### src/rtl/ctrl_cnt_load_demux.sv
// ctrl_cnt_load_demux: counts accepted operand words during a load sequence and
// steers each one into one of up to four operand slots through a registered
// one-hot write enable. Optional macro CTRL_LOAD_OVERRUN_EN enables a sticky
// flag for words offered while the block sits in DONE.
module ctrl_cnt_load_demux #(
  parameter int unsigned DATA_W = 16
) (
  input  logic              clk,
  input  logic              rst_n,
  input  logic              cnt_clear,
  input  logic              cnt_load,
  input  logic [2:0]        max_val,
  input  logic              start,
  input  logic              in_valid,
  input  logic [DATA_W-1:0] in_data,
  output logic              in_ready,
  output logic [1:0]        sel_demux,
  output logic [3:0]        slot_we,
  output logic [DATA_W-1:0] slot_data,
  output logic              load_busy,
  output logic              load_done,
  output logic              err_overrun
);

  localparam int unsigned CNT_W   = 3;
  localparam int unsigned SLOTS   = 4;
  localparam int unsigned STATE_W = 2;

  localparam logic [STATE_W-1:0] ST_IDLE = 2'd0;
  localparam logic [STATE_W-1:0] ST_LOAD = 2'd1;
  localparam logic [STATE_W-1:0] ST_DONE = 2'd2;

  logic [STATE_W-1:0] state_q, state_d;
  logic [CNT_W-1:0]   cnt_q, cnt_d;
  logic [CNT_W-1:0]   limit_q, limit_d;
  logic [SLOTS-1:0]   slot_we_q, slot_we_d;
  logic [DATA_W-1:0]  slot_data_q, slot_data_d;
  logic [CNT_W-1:0]   limit_clamped;
  logic               accept;

  // Status and steering outputs decode straight from registered state/counter
  assign in_ready  = (state_q == ST_LOAD);
  assign load_busy = (state_q == ST_LOAD);
  assign load_done = (state_q == ST_DONE);
  assign sel_demux = 2'(cnt_q - 3'd1);
  assign slot_we   = slot_we_q;
  assign slot_data = slot_data_q;

  assign accept        = in_valid && in_ready;
  assign limit_clamped = ((max_val == 3'd0) || (max_val > 3'd4)) ? 3'd4 : max_val;

  // State, counter, limit and slot write registers
  always_ff @(posedge clk or negedge rst_n) begin
    if (!rst_n) begin
      state_q     <= ST_IDLE;
      cnt_q       <= 3'd1;
      limit_q     <= 3'd4;
      slot_we_q   <= '0;
      slot_data_q <= '0;
    end else begin
      state_q     <= state_d;
      cnt_q       <= cnt_d;
      limit_q     <= limit_d;
      slot_we_q   <= slot_we_d;
      slot_data_q <= slot_data_d;
    end
  end

  // Next-state logic: clear beats load beats start beats the handshake
  always_comb begin
    state_d     = state_q;
    cnt_d       = cnt_q;
    limit_d     = limit_q;
    slot_we_d   = '0;
    slot_data_d = slot_data_q;
    if (cnt_clear) begin
      state_d = ST_IDLE;
      cnt_d   = 3'd1;
    end else begin
      case (state_q)
        ST_IDLE, ST_DONE: begin
          if (cnt_load) begin
            limit_d = limit_clamped;
          end else if (start) begin
            state_d = ST_LOAD;
            cnt_d   = 3'd1;
          end
        end
        ST_LOAD: begin
          if (accept) begin
            slot_we_d   = 4'b0001 << sel_demux;
            slot_data_d = in_data;
            if (cnt_q == limit_q) begin
              state_d = ST_DONE;
              cnt_d   = 3'd1;
            end else begin
              cnt_d = 3'(cnt_q + 3'd1);
            end
          end
        end
        default: begin
          state_d = ST_IDLE;
          cnt_d   = 3'd1;
        end
      endcase
    end
  end

`ifdef CTRL_LOAD_OVERRUN_EN
  logic err_q, err_d;

  assign err_overrun = err_q;

  // Sticky overrun: a word offered after the load already completed
  always_comb begin
    err_d = err_q;
    if (cnt_clear) begin
      err_d = 1'b0;
    end else if (in_valid && (state_q == ST_DONE)) begin
      err_d = 1'b1;
    end
  end

  // Overrun flag register
  always_ff @(posedge clk or negedge rst_n) begin
    if (!rst_n) begin
      err_q <= 1'b0;
    end else begin
      err_q <= err_d;
    end
  end
`else
  assign err_overrun = 1'b0;
`endif

endmodule

### config.mk
export PLATFORM = sky130hd
export DESIGN_NAME = ctrl_cnt_load_demux
export DESIGN_NICKNAME = d
export VERILOG_FILES = /design/src/rtl/ctrl_cnt_load_demux.sv
export SDC_FILE = /design/constraint.sdc
export NUM_CORES = 1
export LEC_CHECK = 0
export CAP_MARGIN = 0
export CORE_ASPECT_RATIO = 0.7
export CORE_MARGIN = 1.5
export CORE_UTILIZATION = 30
export CTS_BUF_LIST = sky130_fd_sc_hd__clkbuf_4
export CTS_CLUSTER_DIAMETER = 60
export DETAILED_ROUTE_END_ITERATION = 8
export GPL_TIMING_DRIVEN = 0
export PLACE_DENSITY = 0.7
export SYNTH_ARGS = -nofsm -noshare
export SYNTH_HDL_FRONTEND = slang
export SYNTH_SLANG_ARGS = --single-unit
### constraint.sdc
create_clock -name clk -period 4.1 [get_ports clk]
set_input_delay 1.025 -clock clk [delete_from_list [all_inputs] [get_ports clk]]
set_output_delay 1.025 -clock clk [all_outputs]
set_load 0.01 [all_outputs]
==> results.sh, run 1 <==
export IMPL_place_hpwl_um=2090
export IMPL_die_x_um=80.1
export IMPL_yosysUniqueCellTypes=26
export IMPL_ios=51
export IMPL_cts_buffer_depth=2
export IMPL_postRouteAntennaNets=0
export IMPL_rr_startpoint="cnt_q[0]$_DFFE_PN1P_"
export IMPL_synth_most_common_cell="dfrtp_1"
export IMPL_syn_area_mm2=0.00125
export IMPL_place_congestion=0.668
export IMPL_crit_fanout=5
export IMPL_leakage_nw=0.812
export IMPL_grt_usage_pct=12.3
export IMPL_synth_top_area_share_pct=52.1
export IMPL_r2r_setup_slack_ps=2470
export IMPL_synthXorXnorAreaFrac_pct=2.10
export IMPL_hold_viol_final=0
export IMPL_p_sw_share_pct=25.8
export IMPL_cts_htree_levels=1
export IMPL_gr_total_overflow=0
export IMPL_antenna_diode_count=0
export IMPL_p_int_mw=0.616
export IMPL_synth_yosys_seq_area_share_pct=56.3
export IMPL_cp_data_required_time_ps=3070
export IMPL_synth_area_mux_share_pct=14.4
export IMPL_post_drt_wl_per_cell_um=12.7
export IMPL_yosysTopAreaCell="dfrtp_1"
export IMPL_clock_sinks=28
export IMPL_initial_core_util_pct=31.6
export IMPL_core_area_mm2=0.00395
export IMPL_critPathCaptureType="primary output"
export IMPL_synth_simple_area_share_pct=12.6
export IMPL_cts_clk_slew_worst_paths_ps=150
export IMPL_startpoint_type="flip-flop"
export IMPL_synthArstFlopShare_pct=100
export IMPL_fin_nets=183
export IMPL_comb_power_share_pct=33.3
export IMPL_antenna_found_initial=0
export IMPL_fin_crit_ps=2970
export IMPL_post_cts_repair_setup_buffers=0
export IMPL_clkLatencyLatePin_ps=320
export IMPL_ctsRootBufferMaster="clkbuf_4"
export IMPL_power_per_cell_area_mw_per_mm2=448
export IMPL_synth_fa_ha_area_share_pct=5.01
export IMPL_period_share_pct=72.4
export IMPL_power_switching_mw=0.214
export IMPL_drv_slew=0
export IMPL_ys_flop_type="dfrtp_1"
export IMPL_ir_drop_mv=0.217
export IMPL_hold_buffers=0
export IMPL_grt_max_degree=29
export IMPL_area_growth_pct=48.3
export IMPL_portBuffers=49
export IMPL_yosysWarnings=0
export IMPL_firstDrtPassIters=3
export IMPL_cts_resized_gates=0
export IMPL_avgSynthCellArea_um2=12.6
export IMPL_drc=0
export IMPL_synth_compound_area_share_pct=5.71
export IMPL_worst_slew_pin_slew_ps=606
export IMPL_hp_class="flip-flop to flip-flop"
export IMPL_cts_made_buffers=3
export IMPL_num_rows=19
export IMPL_grt_first_pass_wirelength_um=4330
export IMPL_die_area_mm2=0.00456
export IMPL_ys_ff_latch=28
export IMPL_synth_cells=99
export IMPL_final_setup_viol_count=0
export IMPL_post_route_cells_drive_above_1_share_pct=21.1
export IMPL_vias_per_cell=4.34
export IMPL_seqPwrFrac_pct=45.3
export IMPL_ys_top_cells_by_count="dfrtp_1 (26), mux2_2 (16), nand2_1 (8)"
export IMPL_yosys_top_cells_area="dfrtp_1 (52%), mux2_2 (14%), ha_1 (5.0%)"
export IMPL_dr_first_iter_drc_count=9
export IMPL_setup_tns_ps=0
export IMPL_fin_util_pct=46.9
export IMPL_syn_nets=129
export IMPL_num_vias=886
export IMPL_path_class="flip-flop to primary output"
export IMPL_clkPwrFrac_pct=21.4
export IMPL_crit_arrival_ps=1940
export IMPL_max_cap_violations=0
export IMPL_wirelength_um=2600
export IMPL_grt_pass1_vias=900
export IMPL_cts_tree="yes"
export IMPL_die_h_um=57.0
export IMPL_fmax_mhz=337
export IMPL_crit_start="cnt_q[0]$_DFFE_PN1P_"
export IMPL_min_from="limit_q[2]$_DFFE_PN1P_"
export IMPL_finalClockSkew_ps=5.43
export IMPL_synth_edff_count=0
export IMPL_synth_top_family_by_area="multiplexers"
export IMPL_run_status="completed"
export IMPL_rsz0062_at_grt="no"
export IMPL_slew_headroom_pct=59.6
power groups by stage:
stage / clock network [mW] / logic [mW] / registers (mW)
final: 0.177 / 0.276 / 0.376
after CTS: 0.184 / 0.282 / 0.377
after global placement: 0 / 0.274 / 0.379
after detailed placement: 0 / 0.281 / 0.383
after global routing: 0.195 / 0.299 / 0.385
after floorplan: 0 / 0.0841 / 0.406
placed cells by master, fill, tap and decap left out:
cell type / count
nand2b_1: 2
ha_1: 5
dfrtp_1: 26
nand2_1: 8
mux2_2: 16
and2b_2: 2
o31ai_2: 1
nor3b_2: 1
or4b_1: 2
clkbuf_4: 3
conb_1: 1
or2_2: 1
nor2_1: 3
clkdlybuf4s50_1: 48
xor2_1: 3
a22o_1: 1
dfstp_2: 2
a21oi_1: 1
buf_2: 3
buf_4: 2
nor2b_1: 2
nor3_1: 2
o21ai_0: 3
bufinv_16: 1
a31oi_1: 1
o31ai_1: 2
inv_1: 5
and2_1: 4
o311ai_1: 1
path summary, 6_finish.rpt:
path                                     endpoint  cells past startpoint
setup reg to reg             cnt_q[2]$_DFFE_PN0P_                      4
max in group asynchronous  state_q[0]$_DFFE_PN0P_                      1
hold reg to reg            limit_q[2]$_DFFE_PN1P_                      2
hold / removal             limit_q[2]$_DFFE_PN1P_                      2
min in group asynchronous    slot_we[1]$_DFF_PN0_                      1
setup / recovery                     sel_demux[1]                      4
per-layer routing:
metal | global-route usage (%) | vias to the layer above | wire length, µm
met3 | 3.84 | 2 | 148
met4 | 2.22 | 0 | 21
met2 | 19.8 | 26 | 1250
li1 | - | 439 | -
met5 | 0 | - | 0
met1 | 16.5 | 419 | 1180
state kept, by name, indices dropped and copies added (netlist names):
register	count
state_q	2
slot_we	4
slot_data	16
cnt_q	3
limit_q	3
metrics by stage:
step | power (mW) | worst slack (ps) | hold WS (ps) | instances | area [µm²]
floorplan | 0.490 | 2030 | 466 | 99 | 1250
global placement | 0.652 | 1450 | 482 | 200 | 1800
detailed placement | 0.664 | 1390 | 495 | 200 | 1800
CTS | 0.843 | 1090 | 515 | 204 | 1860
global route | 0.879 | 1020 | 536 | 204 | 1850
finish | 0.829 | 1130 | 506 | 204 | 1850
worst max-delay path, stage by stage (launching register included):
cell and delay [ps]:
dfstp_2 600, inv_1 100, ha_1 300, inv_1 80, clkdlybuf4s50_1 530
kinds of logic after synthesis:
family | Yosys count
compound gates | 10
xor+xnor | 3
fa+ha+maj | 5
mux | 16
simple gates | 27
flops | 28
buf+inv | 9
other cells | 1
layout make-up:
cell class	count	area, µm²
multi-input cells	62	502
repair buffers	49	485
well taps	52	65.1
plain buffers	4	25.0
clock buffers	3	22.5
inverters	5	18.8
fillers	367	2090
flip-flops and latches	28	703
clock inverters	1	30.0
Note: power is estimated with default switching activity, not from simulation.
==> inputs of run 2 (changes only) <==
--- a/config.mk
+++ b/config.mk
@@ -13,7 +13,7 @@
 export CTS_CLUSTER_DIAMETER = 60
 export DETAILED_ROUTE_END_ITERATION = 8
 export GPL_TIMING_DRIVEN = 0
-export PLACE_DENSITY = 0.7
+export PLACE_DENSITY = 0.73
 export SYNTH_ARGS = -nofsm -noshare
 export SYNTH_HDL_FRONTEND = slang
 export SYNTH_SLANG_ARGS = --single-unit
==> constraint.sdc (replaced) <==
create_clock -name clk -period 2.65 [get_ports clk]
set_input_delay 0.6625 -clock clk [delete_from_list [all_inputs] [get_ports clk]]
set_output_delay 0.6625 -clock clk [all_outputs]
set_load 0.01 [all_outputs]
==> results.sh, run 2 (synthesized netlist as in run 1, its figures left out) <==
export IMPL_multi_input_area_um2=502
export IMPL_firstDrtPassIters=4
export IMPL_crit_arrival_ps=1650
export IMPL_hold_viol_final=0
export IMPL_p_sw_share_pct=25.2
export IMPL_initial_core_util_pct=31.6
export IMPL_die_x_um=80.1
export IMPL_num_vias=908
export IMPL_max_cap_violations=0
export IMPL_rr_startpoint="cnt_q[0]$_DFFE_PN1P_"
export IMPL_dp_slack_ps=289
export IMPL_period_share_pct=87.2
export IMPL_ios=51
export IMPL_ir_drop_mv=0.306
export IMPL_whs_endpoint="limit_q[2]$_DFFE_PN1P_"
export IMPL_area_growth_pct=49.5
export IMPL_fin_crit_ps=2310
export IMPL_antenna_diode_count=0
export IMPL_fmax_mhz=433
export IMPL_antenna_found_initial=0
export IMPL_final_common_cell="clkdlybuf4s50_1"
export IMPL_clkLatencyLatePin_ps=320
export IMPL_final_setup_viol_count=0
export IMPL_finalClockSkew_ps=1.10
export IMPL_grt_usage_pct=11.1
export IMPL_worst_r2r_endpoint="cnt_q[2]$_DFFE_PN0P_"
export IMPL_seqCellArea_um2=703
export IMPL_final_cell_mix="clkdlybuf4s50_1 (48), dfrtp_1 (26), mux2_2 (16)"
export IMPL_run_status="completed"
export IMPL_dr_first_iter_drc_count=24
export IMPL_layout_setup_ws_ps=339
export IMPL_nFillCells=351
export IMPL_critPathCaptureType="primary output"
export IMPL_leakage_nw=0.832
export IMPL_cp_slowest_cell="clkdlybuf4s50_1"
export IMPL_seqPwrFrac_pct=45.4
export IMPL_gr_total_overflow=0
export IMPL_hold_depth=2
export IMPL_die_h_um=57.0
export IMPL_drv_slew=0
export IMPL_largest_reg_flops=16
export IMPL_path_cells="and2b_2 -> buf_4 -> clkdlybuf4s50_1"
export IMPL_postRouteAntennaNets=0
export IMPL_wirelength_um=2460
export IMPL_power_per_cell_area_mw_per_mm2=683
export IMPL_min_from="limit_q[2]$_DFFE_PN1P_"
export IMPL_path_class="flip-flop to primary output"
export IMPL_clkPwrFrac_pct=21.3
export IMPL_r2r_setup_slack_ps=910
export IMPL_setup_tns_ps=0
export IMPL_die_area_mm2=0.00456
export IMPL_fin_nets=184
export IMPL_slew_headroom_pct=20.6
export IMPL_p_int_mw=0.954
export IMPL_vias_per_cell=4.43
export IMPL_post_route_cells_drive_above_1_share_pct=20.9
export IMPL_cts_htree_levels=1
export IMPL_fin_util_pct=47.3
export IMPL_place_hpwl_um=1930
export IMPL_portBuffers=49
export IMPL_core_area_mm2=0.00395
export IMPL_cts_tree="yes"
export IMPL_clock_sinks=28
export IMPL_hp_class="flip-flop to flip-flop"
export IMPL_startpoint_type="flip-flop"
export IMPL_cts_buffer_depth=2
export IMPL_place_congestion=0.750
export IMPL_post_drt_wl_per_cell_um=12.0
export IMPL_slowest_delay_ps=520
export IMPL_place_area_mm2=0.00180
export IMPL_grt_first_pass_wirelength_um=4020
export IMPL_comb_power_share_pct=33.3
export IMPL_grt_pass1_vias=937
export IMPL_num_rows=19
export IMPL_cp_data_required_time_ps=1990
export IMPL_cts_clk_slew_worst_paths_ps=140
export IMPL_worst_slew_pin_slew_ps=1190
export IMPL_design_area_mm2=0.00187
export IMPL_ctsRootBufferMaster="clkbuf_4"
export IMPL_cts_made_buffers=3
export IMPL_holdWs_ps=502
export IMPL_drc=0
export IMPL_grt_max_degree=29
export IMPL_rsz0062_at_grt="no"
export IMPL_rr_worst_depth=5
export IMPL_crit_fanout=4
export IMPL_power_switching_mw=0.322
[run 2: cell types whose count changed in the layout (fill, tap and decap cells not counted), sizes merged]
| cell | before | now |
|---|---|---|
| dlymetal6s2s | 0 | 1 |
[run 2: worst max-delay path by stage]
stage	startpoint	end	depth (start not counted)
2_1_floorplan	cnt_q[0]$_DFFE_PN1P_	sel_demux[1]	3
3_3_place_gp	cnt_clear	cnt_q[2]$_DFFE_PN0P_	5
3_5_place_dp	cnt_clear	cnt_q[2]$_DFFE_PN0P_	5
4_1_cts	cnt_q[0]$_DFFE_PN1P_	sel_demux[1]	4
5_1_grt	state_q[1]$_DFFE_PN0P_	load_busy	3
6_report	state_q[1]$_DFFE_PN0P_	load_busy	3
[run 2: layout make-up]
cell class | count | area share (%)
Buffer | 4 | 1.34
Tap cell | 52 | 3.49
Sequential cell | 28 | 37.7
Multi-Input combinational cell | 62 | 26.9
Clock buffer | 3 | 1.21
Timing Repair Buffer | 50 | 26.8
Inverter | 5 | 1.01
Clock inverter | 1 | 1.61
[run 2: worst max-delay path, delay by kind of cell (launching register included)]
kind	cells	cell delay [ps]
buffers and inverters	2	620
DFF	1	440
and+or+nand+nor	1	260
[run 2: power by group through the flow]
| stage | Clock, mW | Combinational [mW] | Sequential [mW] |
|---|---|---|---|
| 5_1_grt | 0.300 | 0.460 | 0.594 |
| 3_3_place_gp | 0 | 0.422 | 0.583 |
| 2_1_floorplan | 0 | 0.130 | 0.628 |
| 6_report | 0.272 | 0.425 | 0.579 |
| 3_5_place_dp | 0 | 0.429 | 0.590 |
| 4_1_cts | 0.282 | 0.431 | 0.581 |
[run 2: what timing repair did]
item / CTS / global route
resized for setup: 0 / 1
hold buffers: 0 / 0
setup buffers: 0 / 1
setup endpoints to repair: 0 / 1
[run 2: per-stage QoR]
stage                     cells  total power [mW]
after floorplan              99             0.758
after global placement      200              1.00
after detailed placement    200              1.02
after CTS                   204              1.29
after global routing        205              1.35
final                       205              1.28
[run 2: per-layer routing]
metal / wire (µm) / vias up / GRT usage, % / part of all wire (%)
met5: 0 / - / 0 / 0
met1: 996 / 425 / 12.8 / 40
li1: - / 439 / - / -
met2: 1260 / 42 / 20.9 / 51
met3: 186 / 2 / 2.08 / 7.6
met4: 22 / 0 / 3.20 / 0.89
==> inputs of run 3 (changes only) <==
--- a/config.mk
+++ b/config.mk
@@ -8,12 +8,14 @@
 export CAP_MARGIN = 0
 export CORE_ASPECT_RATIO = 0.7
 export CORE_MARGIN = 1.5
-export CORE_UTILIZATION = 30
+export CORE_UTILIZATION = 40
 export CTS_BUF_LIST = sky130_fd_sc_hd__clkbuf_4
 export CTS_CLUSTER_DIAMETER = 60
 export DETAILED_ROUTE_END_ITERATION = 8
+export GPL_ROUTABILITY_DRIVEN = 0
 export GPL_TIMING_DRIVEN = 0
-export PLACE_DENSITY = 0.73
+export HOLD_SLACK_MARGIN = 0.02
+export PLACE_DENSITY = 0.89
 export SYNTH_ARGS = -nofsm -noshare
 export SYNTH_HDL_FRONTEND = slang
 export SYNTH_SLANG_ARGS = --single-unit
==> results.sh, run 3 (synthesized netlist as in run 1, its figures left out) <==
export IMPL_path_cells="and2b_2 -> buf_4 -> clkdlybuf4s50_1"
export IMPL_cp_data_required_time_ps=1990
export IMPL_antenna_diode_count=0
export IMPL_hold_buffers=0
export IMPL_cts_buffer_depth=2
export IMPL_cts_clk_slew_worst_paths_ps=150
export IMPL_slowest_delay_ps=520
export IMPL_ios=51
export IMPL_core_area_mm2=0.00288
export IMPL_dp_cells=184
export IMPL_portBuffers=49
export IMPL_grt_first_pass_wirelength_um=4140
export IMPL_ir_drop_mv=0.385
export IMPL_run_status="completed"
export IMPL_place_hpwl_um=1910
export IMPL_antenna_found_initial=0
export IMPL_num_rows=16
export IMPL_startpoint_type="flip-flop"
export IMPL_ctsRootBufferMaster="clkbuf_4"
export IMPL_initial_core_util_pct=43.3
export IMPL_post_drt_wl_per_cell_um=13.1
export IMPL_grt_pass1_vias=909
export IMPL_clkLatencyLatePin_ps=330
export IMPL_grt_max_degree=29
export IMPL_period_share_pct=87.3
export IMPL_power_mw=1.28
export IMPL_leakage_nw=0.828
export IMPL_final_common_cell="clkdlybuf4s50_1"
export IMPL_cts_tree="yes"
export IMPL_slew_headroom_pct=20.7
export IMPL_holdWs_ps=525
export IMPL_cts_made_buffers=3
export IMPL_design_area_mm2=0.00184
export IMPL_hold_viol_final=0
export IMPL_die_h_um=49.7
export IMPL_final_cell_mix="clkdlybuf4s50_1 (48), dfrtp_1 (26), mux2_2 (16)"
export IMPL_finalClockSkew_ps=11.0
export IMPL_firstDrtPassIters=2
export IMPL_nFillCells=236
export IMPL_die_x_um=69.8
export IMPL_fin_crit_ps=2310
export IMPL_hp_class="flip-flop to flip-flop"
export IMPL_crit_fanout=4
export IMPL_worst_slew_pin_slew_ps=1190
export IMPL_area_growth_pct=47.3
export IMPL_largest_reg_flops=16
export IMPL_cp_slowest_cell="clkdlybuf4s50_1"
export IMPL_fin_cells=188
export IMPL_die_area_mm2=0.00347
export IMPL_postRouteAntennaNets=0
export IMPL_dr_first_iter_drc_count=8
export IMPL_crit_arrival_ps=1650
export IMPL_power_per_cell_area_mw_per_mm2=695
export IMPL_grt_usage_pct=15.2
export IMPL_num_vias=926
export IMPL_cts_htree_levels=1
export IMPL_fmax_mhz=432
export IMPL_place_area_mm2=0.00178
export IMPL_final_setup_viol_count=0
export IMPL_critPathCaptureType="primary output"
export IMPL_gr_total_overflow=0
export IMPL_drv_slew=0
export IMPL_vias_per_cell=4.93
export IMPL_clock_sinks=28
export IMPL_rsz0062_at_grt="no"
export IMPL_post_route_cells_drive_above_1_share_pct=20.4
export IMPL_max_cap_violations=0
export IMPL_path_class="flip-flop to primary output"
export IMPL_drc=0
export IMPL_setup_tns_ps=0
export IMPL_fin_nets=183
export IMPL_wirelength_um=2460
[run 3: timing repair]
| action | in CTS | in global routing |
|---|---|---|
| resized for setup | 0 | 1 |
| endpoints found under the setup margin | 0 | 1 |
| buffers inserted | 0 | 0 |
[run 3: critical path: cells and delay by family (launching register included)]
family	cells	cell delay [ps]
buffers and inverters	2	630
DFF	1	440
and+or+nand+nor	1	260
[run 3: where the power goes]
part | internal (mW) | switching, mW
combinational | 0.273 | 0.153
clock | 0.153 | 0.119
sequential | 0.527 | 0.0545
total | 0.953 | 0.326
[run 3: through the flow]
stage | worst slack (ps) | util, %
2_1_floorplan | 944 | -
3_3_place_gp | 350 | 61.9
3_5_place_dp | 295 | 61.9
4_1_cts | 49.7 | 63.7
5_1_grt | 283 | 63.8
6_report | 337 | 63.8
[run 3: cell type report]
class                      count  area, µm²  share of cell area, %
sequential                    28        703                   38.2
clock inverter                 1       30.0                   1.63
inverter                       5       18.8                   1.02
timing repair buffer          49        493                   26.8
clock buffer                   3       22.5                   1.22
multi-input combinational     62        502                   27.3
tap                           36       45.0                   2.45
buffer                         4       25.0                   1.36
[run 3: worst paths after layout]
check | cells after the start | slack (ps) | startpoint | to
worst max-delay path | 3 | 340 | state_q[1]$_DFFE_PN0P_ | load_busy
worst min-delay path | 1 | 520 | slot_data[12]$_DFFE_PN0P_ | slot_data[12]$_DFFE_PN0P_
worst max register to register | 5 | 1030 | state_q[1]$_DFFE_PN0P_ | slot_data[1]$_DFFE_PN0P_
worst min register to register | 1 | 520 | slot_data[12]$_DFFE_PN0P_ | slot_data[12]$_DFFE_PN0P_
max in group asynchronous | 1 | 1000 | rst_n | state_q[0]$_DFFE_PN0P_
min in group asynchronous | 1 | 950 | rst_n | slot_data[14]$_DFFE_PN0P_
[run 3: layer usage]
metal | global-route usage, % | share of wire [%] | wire length (µm) | up-vias
met1 | 17.8 | 44 | 1080 | 444
met3 | 6.95 | 9.3 | 229 | 4
li1 | - | - | - | 440
met4 | 4.17 | 1.2 | 29 | 0
met5 | 0 | 0 | 0 | -
met2 | 25.2 | 46 | 1120 | 38
